File: config.mk
export PLATFORM = sky130hd
export DESIGN_NAME = workload_marker_monitor
export DESIGN_NICKNAME = d
export VERILOG_FILES = /design/src/rtl/workload_marker_monitor.sv
export SDC_FILE = /design/constraint.sdc
export NUM_CORES = 1
export LEC_CHECK = 0
export BUFFER_PORTS_ARGS = -buffer_cell sky130_fd_sc_hd__buf_2
export CORE_MARGIN = 2
export CORE_UTILIZATION = 61
export CTS_BUF_LIST = sky130_fd_sc_hd__clkbuf_4 sky130_fd_sc_hd__clkbuf_8
export DETAILED_ROUTE_END_ITERATION = 16
export GPL_ROUTABILITY_DRIVEN = 1
export MAX_ROUTING_LAYER = met4
export PLACE_DENSITY = 0.88
export SLEW_MARGIN = 40
export SYNTH_ARGS = -nofsm -noshare
export SYNTH_HDL_FRONTEND = slang
export SYNTH_SLANG_ARGS = --single-unit
File: constraint.sdc
create_clock -name clock -period 3.04 [get_ports clock]
set_input_delay 0.608 -clock clock [delete_from_list [all_inputs] [get_ports clock]]
set_output_delay 0.608 -clock clock [all_outputs]
set_load 0.03 [all_outputs]
File: src/rtl/workload_marker_monitor.sv
// workload_marker_monitor
// Watches the firmware checkbits status bus for TAG-prefixed workload
// start/end markers. It walks NUM_WL workloads RERUNS times in order,
// reports the start-to-end latency of every run, and flags ordering
// errors, nesting errors and an overall timeout.
module workload_marker_monitor #(
    parameter int         CHK_W   = 16,
    parameter logic [7:0] TAG     = 8'hAB,
    parameter int         NUM_WL  = 3,
    parameter int         RERUNS  = 3,
    parameter int         CNT_W   = 24,
    parameter int         TIMEOUT = 150000
) (
    input  logic             clock,
    input  logic             resetb,
    input  logic [CHK_W-1:0] checkbits,
    input  logic             clear,
    output logic             busy,
    output logic             done,
    output logic             fail,
    output logic [1:0]       err_code,
    output logic [3:0]       cur_wl,
    output logic [7:0]       cur_iter,
    output logic             lat_valid,
    output logic [3:0]       lat_wl,
    output logic [7:0]       lat_iter,
    output logic [CNT_W-1:0] lat_cycles
);

    typedef enum logic [2:0] {
        ST_IDLE = 3'd0,
        ST_RUN  = 3'd1,
        ST_GAP  = 3'd2,
        ST_DONE = 3'd3,
        ST_FAIL = 3'd4
    } state_t;

    localparam logic [1:0]       ERR_NONE    = 2'd0;
    localparam logic [1:0]       ERR_ORDER   = 2'd1;
    localparam logic [1:0]       ERR_NEST    = 2'd2;
    localparam logic [1:0]       ERR_TIMEOUT = 2'd3;
    localparam logic [3:0]       LAST_WL     = 4'(NUM_WL - 1);
    localparam logic [7:0]       LAST_ITER   = 8'(RERUNS - 1);
    localparam logic [CNT_W-1:0] CNT_MAX     = '1;
    localparam logic [CNT_W-1:0] TIMEOUT_LIM = CNT_W'(TIMEOUT);

    state_t             state_reg,      state_next;
    logic [CHK_W-1:0]   prev_chk_reg,   prev_chk_next;
    logic [3:0]         cur_wl_reg,     cur_wl_next;
    logic [7:0]         cur_iter_reg,   cur_iter_next;
    logic [CNT_W-1:0]   lat_cnt_reg,    lat_cnt_next;
    logic [CNT_W-1:0]   timer_reg,      timer_next;
    logic [1:0]         err_code_reg,   err_code_next;
    logic               lat_valid_reg,  lat_valid_next;
    logic [3:0]         lat_wl_reg,     lat_wl_next;
    logic [7:0]         lat_iter_reg,   lat_iter_next;
    logic [CNT_W-1:0]   lat_cycles_reg, lat_cycles_next;

    logic [CHK_W-1:0]   chk_diff;
    logic               chk_changed;
    logic               tag_ok;
    logic               ev_start;
    logic               ev_end;
    logic [3:0]         ev_idx;
    logic               wl_match;
    logic               last_run;
    logic               timer_active;
    logic               timeout_hit;
    logic [CNT_W-1:0]   lat_inc;
    logic [CNT_W-1:0]   timer_inc;
    logic [1:0]         err_event;

    // Per-bit change detect against the previous sample; a held value
    // produces no difference and therefore never re-fires a marker.
    generate
        for (genvar gi = 0; gi < CHK_W; gi++) begin : g_diff
            assign chk_diff[gi] = checkbits[gi] ^ prev_chk_reg[gi];
        end
    endgenerate

    assign chk_changed = |chk_diff;
    assign tag_ok      = (checkbits[15:8] == TAG);
    assign ev_start    = chk_changed && tag_ok && (checkbits[3:0] == 4'h0);
    assign ev_end      = chk_changed && tag_ok && (checkbits[3:0] == 4'h1);
    assign ev_idx      = checkbits[7:4];
    assign wl_match    = (ev_idx == cur_wl_reg);
    assign last_run    = (cur_wl_reg == LAST_WL) && (cur_iter_reg == LAST_ITER);

    // Saturating increments; latency reported at END is the count the
    // END cycle would have produced, i.e. cycles since the START event.
    assign lat_inc   = (lat_cnt_reg == CNT_MAX) ? CNT_MAX : lat_cnt_reg + CNT_W'(1);
    assign timer_inc = (timer_reg == CNT_MAX) ? CNT_MAX : timer_reg + CNT_W'(1);

    // The global timer runs from the first START until DONE or FAIL.
    assign timer_active = (state_reg == ST_RUN) || (state_reg == ST_GAP);
    assign timeout_hit  = (TIMEOUT != 0) && timer_active && (timer_inc >= TIMEOUT_LIM);

    // Next-state, counter and result logic; timeout outranks any marker.
    always_comb begin
        state_next      = state_reg;
        prev_chk_next   = checkbits;
        cur_wl_next     = cur_wl_reg;
        cur_iter_next   = cur_iter_reg;
        lat_cnt_next    = (state_reg == ST_RUN) ? lat_inc : lat_cnt_reg;
        timer_next      = timer_active ? timer_inc : timer_reg;
        err_code_next   = err_code_reg;
        lat_valid_next  = 1'b0;
        lat_wl_next     = lat_wl_reg;
        lat_iter_next   = lat_iter_reg;
        lat_cycles_next = lat_cycles_reg;
        err_event       = ERR_NONE;

        unique case (state_reg)
            ST_IDLE, ST_GAP: begin
                if (timeout_hit) begin
                    err_event = ERR_TIMEOUT;
                end else if (ev_start && wl_match) begin
                    state_next   = ST_RUN;
                    lat_cnt_next = '0;
                    // Only the very first START arms the global timer.
                    if (state_reg == ST_IDLE) begin
                        timer_next = '0;
                    end
                end else if (ev_start || ev_end) begin
                    err_event = ERR_ORDER;
                end
            end
            ST_RUN: begin
                if (timeout_hit) begin
                    err_event = ERR_TIMEOUT;
                end else if (ev_start) begin
                    err_event = ERR_NEST;
                end else if (ev_end) begin
                    if (wl_match) begin
                        lat_valid_next  = 1'b1;
                        lat_wl_next     = cur_wl_reg;
                        lat_iter_next   = cur_iter_reg;
                        lat_cycles_next = lat_inc;
                        if (cur_wl_reg == LAST_WL) begin
                            cur_wl_next   = 4'd0;
                            cur_iter_next = cur_iter_reg + 8'd1;
                        end else begin
                            cur_wl_next   = cur_wl_reg + 4'd1;
                        end
                        state_next = last_run ? ST_DONE : ST_GAP;
                    end else begin
                        err_event = ERR_ORDER;
                    end
                end
            end
            default: begin
                // DONE and FAIL hold until clear or reset.
            end
        endcase

        // Only the first error is recorded in err_code.
        if (err_event != ERR_NONE) begin
            state_next = ST_FAIL;
            if (err_code_reg == ERR_NONE) begin
                err_code_next = err_event;
            end
        end

        // Restart keeps err_code and keeps tracking checkbits so a value
        // held across the clear is not seen as a fresh marker.
        if (clear) begin
            state_next      = ST_IDLE;
            cur_wl_next     = 4'd0;
            cur_iter_next   = 8'd0;
            lat_cnt_next    = '0;
            timer_next      = '0;
            err_code_next   = err_code_reg;
            lat_valid_next  = 1'b0;
            lat_wl_next     = 4'd0;
            lat_iter_next   = 8'd0;
            lat_cycles_next = '0;
        end
    end

    // State and datapath registers with synchronous active-low reset.
    always_ff @(posedge clock) begin
        if (!resetb) begin
            state_reg      <= ST_IDLE;
            prev_chk_reg   <= '0;
            cur_wl_reg     <= 4'd0;
            cur_iter_reg   <= 8'd0;
            lat_cnt_reg    <= '0;
            timer_reg      <= '0;
            err_code_reg   <= ERR_NONE;
            lat_valid_reg  <= 1'b0;
            lat_wl_reg     <= 4'd0;
            lat_iter_reg   <= 8'd0;
            lat_cycles_reg <= '0;
        end else begin
            state_reg      <= state_next;
            prev_chk_reg   <= prev_chk_next;
            cur_wl_reg     <= cur_wl_next;
            cur_iter_reg   <= cur_iter_next;
            lat_cnt_reg    <= lat_cnt_next;
            timer_reg      <= timer_next;
            err_code_reg   <= err_code_next;
            lat_valid_reg  <= lat_valid_next;
            lat_wl_reg     <= lat_wl_next;
            lat_iter_reg   <= lat_iter_next;
            lat_cycles_reg <= lat_cycles_next;
        end
    end

    assign busy       = (state_reg == ST_RUN) || (state_reg == ST_GAP);
    assign done       = (state_reg == ST_DONE);
    assign fail       = (state_reg == ST_FAIL);
    assign err_code   = err_code_reg;
    assign cur_wl     = cur_wl_reg;
    assign cur_iter   = cur_iter_reg;
    assign lat_valid  = lat_valid_reg;
    assign lat_wl     = lat_wl_reg;
    assign lat_iter   = lat_iter_reg;
    assign lat_cycles = lat_cycles_reg;

endmodule

==> results of run 1 <==
==> logic make-up after synthesis <==
kind of cell | Yosys count | share of synthesized area (%)
compound gates | 140 | 15.7
flops | 118 | 38.5
buf+inv | 65 | 4.61
fa+ha+maj | 4 | 0.816
xor+xnor | 46 | 6.57
mux | 27 | 4.43
simple gates | 333 | 29.3
==> area by class of cell <==
type	instances	area, µm²
multi-input combinational	551	3550
fill	685	2520
sequential	118	2370
timing repair buffer	108	693
clock buffer	24	318
tap	133	166
clock inverter	7	118
inverter	11	41.3
==> report_power, final <==
| group | switching, mW | internal, mW |
|---|---|---|
| Combinational | 0.0563 | 0.0373 |
| Clock | 0.618 | 0.933 |
| Sequential | 0.00522 | 1.56 |
| Total | 0.679 | 2.53 |
==> stage by stage <==
stage / setup TNS [ns] / util, % / power (mW) / std cells
2_1_floorplan: 0 / - / 1.65 / 733
3_3_place_gp: 0 / 69.1 / 1.68 / 919
3_5_place_dp: 0 / 69.1 / 1.69 / 919
4_1_cts: 0 / 73.6 / 3.21 / 950
5_1_grt: -0.0474 / 74.3 / 3.29 / 952
6_report: 0 / 74.3 / 3.21 / 952
==> per-layer routing <==
layer,up-vias,global-route usage (%),wire [µm]
met5,-,-,0
met4,0,14.1,392
met3,46,5.64,1040
met2,218,49.3,7950
met1,2906,36.8,6610
li1,2819,-,-
==> how the worst max path moves through the flow <==
stage | startpoint | cells after the start | to | slack, ns
floorplan | timer_reg[0] | 12 | lat_iter[3] | 0.25
global placement | timer_reg[4] | 8 | cur_iter[6] | 0.17
detailed placement | timer_reg[4] | 9 | cur_iter[0] | 0.08
CTS | timer_reg[4] | 8 | cur_iter[4] | 0.05
global route | timer_reg[1] | 12 | timer_reg[3] | -0.05
finish | timer_reg[10] | 9 | timer_reg[3] | 0.06
==> cell usage in the layout, fill, tap and decap left out, types with 5 or more instances in the layout <==
cell type / Yosys / routed
and2_1: 22 / 22
a311oi_1: 15 / 14
o31ai_1: 6 / 6
clkbuf_8: 0 / 22
buf_2: 13 / 72
nor3_1: 63 / 63
buf_4: 4 / 31
o21a_1: 7 / 7
nand2_1: 33 / 33
buf_12: 0 / 5
nor2_1: 91 / 89
a21oi_1: 46 / 46
and3_1: 13 / 13
o21ai_0: 18 / 18
nor4_1: 9 / 7
nand4_1: 21 / 22
mux2i_1: 26 / 26
o22ai_1: 5 / 5
a31oi_1: 8 / 8
or4_1: 5 / 5
inv_1: 11 / 11
xor2_1: 30 / 30
xnor2_1: 16 / 16
nand2b_1: 7 / 6
nand3_1: 26 / 26
a211oi_1: 5 / 5
dfxtp_1: 118 / 114
==> what timing repair did <==
item	in CTS	in global routing
resized for setup	0	13
hold buffers	0	0
endpoints found under the hold margin	0	0
setup buffers	0	1
setup endpoints to repair	0	66
==> results.ini, run 1 <==
[clock_network]
cts_max_level=4
path_clk_slew_ns=0.07
numCtsBuffers=17
cts_tree=yes
root_buffer=clkbuf_8
clk-insertion-delay-late_ns=0.44
clock_sinks=118
clockBufferDepth=2

[global_routing]
grt_usage_pct=30.5
overflow=0
grt_max_degree=39
grt_pass1_wl_um=26800
grt_antenna_before_repair=0
grt_pass1_vias=5668

[floorplanning]
dieArea_um2=10900
core_region_area_um2=9770
die_h_um=104
num_io_pins=73
initial_core_util_pct=62.8
num_rows=36
dieWidth_um=104

[logic_synthesis]
ys_warn_count=0
ys_seq_elements=118
synth_cells=733
yosys.cell_count.top_type=dfxtp_1
synthTopCellsByCount=dfxtp_1 (118), nor2_1 (91), nor3_1 (63)
syn_avg_cell_area_um2=8.37
ys_seq_area_share_pct=38.5
synthesis.area_um2=6130
synth_edf_count=0
synth_top_area_cell=dfxtp_1
syn_nets=756
async_reset_ff_share_pct=0
synthTopCellsByArea=dfxtp_1 (39%), nor2_1 (5.6%), nor3_1 (5.1%)
synth_top_area_share_pct=38.5
synthFlopType=dfxtp_1
ys_types=67

[setup_path]
crit_path_frequent_cell=nand4_1
cp.arrival_ns=3.29
rrSetupSlack_ns=0.06
cp_cell_sequence=nand4_1 -> nor4_4 -> xor2_1 -> nand4_1 -> a31o_2 -> a31oi_4 -> nor3_2 -> buf_4 -> nor4_1
cp_slowest_cell=dfxtp_1
r2r_end=timer_reg[3]
cp_slowest_stage_delay_ns=0.49
rr_worst_depth=9
worstPathMaxFanout=10
r2r_start=timer_reg[10]
critical_path.top_delay_family=simple AND/OR/NAND/NOR gates
endpoint_kind=flop
critical_path_class=reg2reg
startpoint_type=flop
cp_num_buf_inv=1
required_ns=3.36

[drt]
routed_wl_um=16000
drcViolationCount=0
via_per_inst=6.29
detail-route-antenna-nets=0
vias=5989
avgRoutedWirePerCell_um=16.8
first_pass_iters=8
drt_iter0_drc=399

[sta]
whs_ns=0.426
finClkSkew_ns=0.00985
maxSlewViolCount=0
relSlewSlack_pct=45.3
clock.fmax_ghz=0.336
finalHoldViolCount=0
fin_crit_sh_pct=97.9
setup-violations-final=0
fin_crit_ns=2.98
fin_ws_ns=0.0646
worstMarginPinSlew_ns=0.820

[flow_run]
drv_cap=0

[cells_and_area]
syn2layout_area_growth_pct=18.3
final_cell_area_um2=7260
drive_above_1_share_pct=21.0
num-nets-final=830
n_antenna_cell=0

[pwr]
p_leak_nw=2.81
vdd_ir_drop_max_v=0.000323
powerDensity_nw_per_um2=442

[hold_path]
min_to=prev_chk_reg[11]
hp-start=checkbits[11]
hold_path_depth=2
hold_class=in2reg

[placement]
place_area_um2=6760
dpl.hpwl_um=10500
finalWeightedCongestion=1.03
pre_cts_ws_ns=0.0780
io_buffers=72

[outcome]
status=complete, no violations

No activity file was read; power rests on OpenSTA's default activity.
==> run 2: changes to the inputs <==
--- a/config.mk
+++ b/config.mk
@@ -7,12 +7,12 @@
 export LEC_CHECK = 0
 export BUFFER_PORTS_ARGS = -buffer_cell sky130_fd_sc_hd__buf_2
 export CORE_MARGIN = 2
-export CORE_UTILIZATION = 61
+export CORE_UTILIZATION = 25
 export CTS_BUF_LIST = sky130_fd_sc_hd__clkbuf_4 sky130_fd_sc_hd__clkbuf_8
 export DETAILED_ROUTE_END_ITERATION = 16
 export GPL_ROUTABILITY_DRIVEN = 1
 export MAX_ROUTING_LAYER = met4
-export PLACE_DENSITY = 0.88
+export PLACE_DENSITY = 0.46
 export SLEW_MARGIN = 40
 export SYNTH_ARGS = -nofsm -noshare
 export SYNTH_HDL_FRONTEND = slang
==> run 2 against run 1 <==
  * Flip-flop and latch count unchanged
  * Critical path depth up 1
  * Sequential share of layout area down 1.6 points
  * Clock skew up 0.011 ns
  * Hold slack worse by 0.0012 ns
  * Via count down 5.9%
  * Fmax up 4.1%
  * Sequential power about the same
  * Wire length up 9.3%
  * Final cell count up 23%
==> results.ini, run 2 (synthesized netlist as in run 1, its figures left out) <==
[outcome]
status=complete, no violations  ; unchanged

[clock_network]
path_clk_slew_ns=0.08  ; was 0.07 ns
cts_max_level=4  ; unchanged
clockBufferDepth=2  ; unchanged
clk-insertion-delay-late_ns=0.44  ; about the same
root_buffer=clkbuf_8  ; unchanged
cts_tree=yes  ; unchanged
clock_sinks=118  ; unchanged
numCtsBuffers=17  ; unchanged

[placement]
io_buffers=72  ; unchanged
finalWeightedCongestion=0.826  ; was 1.03
place_area_um2=7160  ; was 6760 µm²
dpl.cell_count=1134  ; was 919
dpl.hpwl_um=12200  ; was 10500 µm

[sta]
clock.fmax_ghz=0.350  ; was 0.336 GHz
grt_setup_unrepaired=no
fin_crit_ns=2.86  ; was 2.98 ns
tns_ns=0  ; unchanged
setup-violations-final=0  ; unchanged
worstMarginPinSlew_ns=0.655  ; was 0.820 ns
maxSlewViolCount=0  ; unchanged
finClkSkew_ns=0.0206  ; was 0.00985 ns
fin_crit_sh_pct=94.0  ; was 97.9%
finalHoldViolCount=0  ; unchanged
relSlewSlack_pct=56.2  ; was 45.3%

[global_routing]
grt_max_degree=31  ; was 39
overflow=0  ; unchanged
grt_pass1_vias=5358  ; was 5668
grt_pass1_wl_um=28700  ; was 26800 µm
grt_antenna_before_repair=0  ; unchanged
grt_usage_pct=14.1  ; was 30.5%

[floorplanning]
dieArea_um2=25800  ; was 10900 µm²
num_rows=57  ; was 36
num_io_pins=73  ; unchanged
core_region_area_um2=24200  ; was 9770 µm²
initial_core_util_pct=25.4  ; was 62.8%
dieWidth_um=161  ; was 104 µm
die_h_um=161  ; was 104 µm

[drt]
drcViolationCount=0  ; unchanged
via_per_inst=4.82  ; was 6.29
routed_wl_um=17500  ; was 16000 µm
first_pass_iters=5  ; was 8
detail-route-antenna-nets=0  ; unchanged
vias=5635  ; was 5989
avgRoutedWirePerCell_um=15.0  ; was 16.8 µm
drt_iter0_drc=325  ; was 399

[flow_run]
drv_cap=0  ; unchanged

[pwr]
p_switching_mw=0.737  ; was 0.679 mW
p_int_mw=2.35  ; was 2.53 mW
swShare_pct=23.9  ; was 21.2%
clkPwrFrac_pct=46.4  ; was 48.4%
comb_power_share_pct=3.0  ; was 2.9%
p_leak_nw=2.92  ; was 2.81 nW
seq_power_share_pct=50.6  ; was 48.7%
vdd_ir_drop_max_v=0.000233  ; was 0.000323 V
powerDensity_nw_per_um2=404  ; was 442 nW/µm²

[cells_and_area]
final_cell_area_um2=7630  ; was 7260 µm²
drive_above_1_share_pct=23.5  ; was 21.0%
finalNonFillerCells=1168  ; was 952
n_antenna_cell=0  ; unchanged
n_fill_cell=2591  ; was 685
mostFrequentLayoutCells=dfxtp_1 (114), nor2_1 (90), buf_2 (72), nor3_1 (63), buf_4 (57)  ; was dfxtp_1 (114), nor2_1 (89), buf_2 (72), nor3_1 (63), a21oi_1 (46)
final_common_cell=dfxtp_1  ; unchanged
syn2layout_area_growth_pct=24.4  ; was 18.3%
num-nets-final=855  ; was 830

[setup_path]
worstPathMaxFanout=22  ; was 10
rr_worst_depth=10  ; was 9
startpoint_type=flop  ; unchanged
r2r_end=cur_wl[1]  ; was timer_reg[3]
required_ns=3.38  ; was 3.36 ns
endpoint_kind=flop  ; unchanged
critical_path_class=reg2reg  ; unchanged
r2r_start=timer_reg[0]  ; was timer_reg[10]
cp.arrival_ns=3.20  ; was 3.29 ns
rrSetupSlack_ns=0.18  ; was 0.06 ns

[hold_path]
min_to=prev_chk_reg[9]  ; was prev_chk_reg[11]
hold_path_depth=2  ; unchanged
hold_class=in2reg  ; unchanged
hp-start=checkbits[9]  ; was checkbits[11]

## run 2: changes by cell type in the layout (fill, tap and decap cells not counted), moves of 3 or more
cell,change
buf_4,+26
clkinv_4,+3
clkbuf_8,-4
clkinv_2,+3
## run 2: worst max-delay path, stage by stage, from the launching register on
cell and delay, ns:
dfxtp_1 0.34, buf_4 0.13, nand2_1 0.18, or4_4 0.57
o31ai_1 0.22, and3b_1 0.22, a31o_2 0.24, and4_2 0.31
buf_12 0.20, a21oi_1 0.09, a311oi_1 0.25
## run 2: worst max path at each step
stage / start / end / slack, ns
global route: timer_reg[0] / timer_reg[5] / 0.01
finish: timer_reg[0] / cur_wl[1] / 0.18
floorplan: timer_reg[0] / lat_iter[3] / 0.25
detailed placement: timer_reg[0] / timer_reg[5] / 0.01
CTS: timer_reg[0] / cur_iter[6] / 0.002
global placement: timer_reg[0] / timer_reg[6] / -0.03
## run 2: metal layers
metal	wire length, µm	GRT usage (%)
met2	8170	22.0
met5	0	-
met3	525	2.51
met1	8610	18.6
met4	168	4.50
## run 2: through the flow
step	setup slack [ns]	power [mW]	utilization (%)	hold WS, ns
2_1_floorplan	0.251	1.65	-	0.462
3_3_place_gp	-0.0284	1.69	29.6	0.439
3_5_place_dp	0.0136	1.69	29.6	0.464
4_1_cts	0.00208	3.15	31.3	0.390
5_1_grt	0.0113	3.23	31.6	0.399
6_report	0.182	3.08	31.6	0.425
## run 2: power groups by stage
stage | Clock, mW | Combinational (mW) | Sequential [mW]
global placement | 0 | 0.0937 | 1.60
floorplan | 0 | 0.0525 | 1.60
detailed placement | 0 | 0.0941 | 1.60
finish | 1.43 | 0.0923 | 1.56
CTS | 1.50 | 0.0947 | 1.56
global route | 1.57 | 0.104 | 1.56
## run 2: repair_timing
item                                    in CTS  in global routing
hold endpoints to repair                     0                  0
buffers inserted                             0                  3
gates resized for setup                      2                 13
pin swaps                                    0                  2
endpoints found under the setup margin       2                 88
hold buffers                                 0                  0
## run 2: area by class of cell
cell class,instances,area (µm²),area share (%)
Clock buffer,19,255,3.34
Clock inverter,12,130,1.70
Inverter,11,41.3,0.541
Multi-Input combinational cell,550,3550,46.6
Sequential cell,118,2370,31.0
Tap cell,324,405,5.31
Timing Repair Buffer,134,880,11.5
==> run 3: changes to the inputs <==
--- a/config.mk
+++ b/config.mk
@@ -13,6 +13,7 @@
 export GPL_ROUTABILITY_DRIVEN = 1
 export MAX_ROUTING_LAYER = met4
 export PLACE_DENSITY = 0.46
+export REMOVE_ABC_BUFFERS = 1
 export SLEW_MARGIN = 40
 export SYNTH_ARGS = -nofsm -noshare
 export SYNTH_HDL_FRONTEND = slang
==> run 3 against run 2 <==
  * Setup slack got worse by 0.015 ns
  * Sequential power barely moved
  * Clock power rose by 6%
  * Count of clock-buffer cells in the layout fell by 2
  * Register-to-register slack got worse by 0.02 ns
  * Critical path depth fell by 1
  * Wire length fell by 0.78%
  * Fmax fell by 0.53%
  * Power rose by 2.9%
  * Critical path type unchanged
  * Global-route usage fell by 0.064 points
  * Largest power group unchanged
==> results.ini, run 3 (synthesized netlist as in run 1, its figures left out) <==
[outcome]
status=complete, no violations  ; unchanged

[sta]
clock.fmax_ghz=0.348  ; was 0.350 GHz
fin_ws_ns=0.167  ; was 0.182 ns
fin_crit_ns=2.87  ; was 2.86 ns
tns_ns=0  ; unchanged
fin_crit_sh_pct=94.5  ; was 94.0%
relSlewSlack_pct=52.4  ; was 56.2%
maxSlewViolCount=0  ; unchanged
finalHoldViolCount=0  ; unchanged
whs_ns=0.408  ; was 0.425 ns
setup-violations-final=0  ; unchanged
worstMarginPinSlew_ns=0.704  ; was 0.655 ns
finClkSkew_ns=0.0123  ; was 0.0206 ns

[pwr]
p_leak_nw=2.87  ; was 2.92 nW
vdd_ir_drop_max_v=0.000276  ; was 0.000233 V
powerDensity_nw_per_um2=417  ; was 404 nW/µm²

[floorplanning]
initial_core_util_pct=25.4  ; unchanged
num_rows=57  ; unchanged
core_region_area_um2=24200  ; unchanged
num_io_pins=73  ; unchanged
dieArea_um2=25800  ; unchanged
die_h_um=161  ; unchanged
dieWidth_um=161  ; unchanged

[cells_and_area]
final_common_cell=dfxtp_1  ; unchanged
final_cell_area_um2=7600  ; was 7630 µm²
syn2layout_area_growth_pct=23.9  ; was 24.4%
finalNonFillerCells=1161  ; was 1168
n_antenna_cell=0  ; unchanged
num-nets-final=847  ; was 855
drive_above_1_share_pct=22.8  ; was 23.5%
mostFrequentLayoutCells=dfxtp_1 (114), nor2_1 (90), buf_2 (72), nor3_1 (63), buf_4 (50)  ; was dfxtp_1 (114), nor2_1 (90), buf_2 (72), nor3_1 (63), buf_4 (57)

[placement]
place_area_um2=7110  ; was 7160 µm²
dpl.cell_count=1127  ; was 1134
dpl.hpwl_um=12300  ; was 12200 µm
finalWeightedCongestion=0.812  ; was 0.826
pre_cts_ws_ns=0.00524  ; was 0.0136 ns
io_buffers=72  ; unchanged

[setup_path]
cp.arrival_ns=3.21  ; was 3.20 ns
worstPathMaxFanout=31  ; was 22
required_ns=3.38  ; about the same
critical_path_class=reg2reg  ; unchanged
endpoint_kind=flop  ; unchanged
startpoint_type=flop  ; unchanged

[global_routing]
grt_usage_pct=14.0  ; was 14.1%
grt_pass1_wl_um=28300  ; was 28700 µm
grt_antenna_before_repair=0  ; unchanged
grt_pass1_vias=5370  ; was 5358
overflow=0  ; unchanged
grt_max_degree=32  ; was 31

[drt]
detail-route-antenna-nets=0  ; unchanged
avgRoutedWirePerCell_um=14.9  ; was 15.0 µm
routed_wl_um=17300  ; was 17500 µm
vias=5704  ; was 5635
first_pass_iters=4  ; was 5
drt_iter0_drc=286  ; was 325
via_per_inst=4.91  ; was 4.82
drcViolationCount=0  ; unchanged

[clock_network]
numCtsBuffers=17  ; unchanged
path_clk_slew_ns=0.08  ; about the same
clockBufferDepth=2  ; unchanged
postCtsHoldBufs=0  ; unchanged
clock_sinks=118  ; unchanged
root_buffer=clkbuf_8  ; unchanged
clk-insertion-delay-late_ns=0.45  ; was 0.44 ns
cts_tree=yes  ; unchanged
cts_max_level=4  ; unchanged

[hold_path]
hold_class=in2reg  ; unchanged

[flow_run]
drv_cap=0  ; unchanged

run 3: final timing paths:
check / slack, ns / start / end / depth (start not counted)
max reg2reg: 0.17 / timer_reg[3] / cur_wl[2] / 9
max: 0.17 / timer_reg[3] / cur_wl[2] / 9
min: 0.41 / checkbits[13] / prev_chk_reg[13] / 2
min reg2reg: 0.47 / lat_cycles[1] / lat_cycles[1] / 2
run 3: report_power, final:
group          switching (mW)  internal, mW  total, mW
clock                   0.707         0.814       1.52
sequential            0.00471          1.56       1.56
combinational          0.0556        0.0355     0.0912
total                   0.767          2.40       3.17
run 3: worst max-delay path, stage by stage, from the launching register on:
cell	delay, ns
dfxtp_2	0.43
nand4_4	0.16
or4_1	0.64
a211oi_1	0.28
a311o_1	0.16
a31o_2	0.24
and4_2	0.31
buf_12	0.22
a31oi_1	0.11
a41o_1	0.21
run 3: layout make-up:
| cell class | instances | area, µm² |
|---|---|---|
| well taps | 324 | 405 |
| repair buffers | 126 | 816 |
| clock buffers | 17 | 234 |
| fillers | 2569 | 16600 |
| inverters | 11 | 41.3 |
| clock inverters | 15 | 180 |
| flip-flops and latches | 118 | 2370 |
| multi-input cells | 550 | 3560 |
run 3: layer usage:
layer	GRT usage, %	wire length [µm]	up-vias
met4	3.56	191	0
met1	17.6	8340	2738
li1	-	-	2854
met5	-	0	-
met2	23.0	8270	89
met3	3.10	536	23
run 3: timing repair:
item                                   4_1_cts  5_1_grt
endpoints found under the hold margin        0        0
gates resized for setup                      2       12
pin swaps                                    0        3
cloned                                       0        0
setup buffers                                0        2
setup endpoints to repair                   13       63
run 3: per-stage QoR:
step | util, % | total power [mW]
3_3_place_gp | 29.4 | 1.69
2_1_floorplan | - | 1.64
3_5_place_dp | 29.4 | 1.69
4_1_cts | 31.1 | 3.23
5_1_grt | 31.4 | 3.30
6_report | 31.4 | 3.17
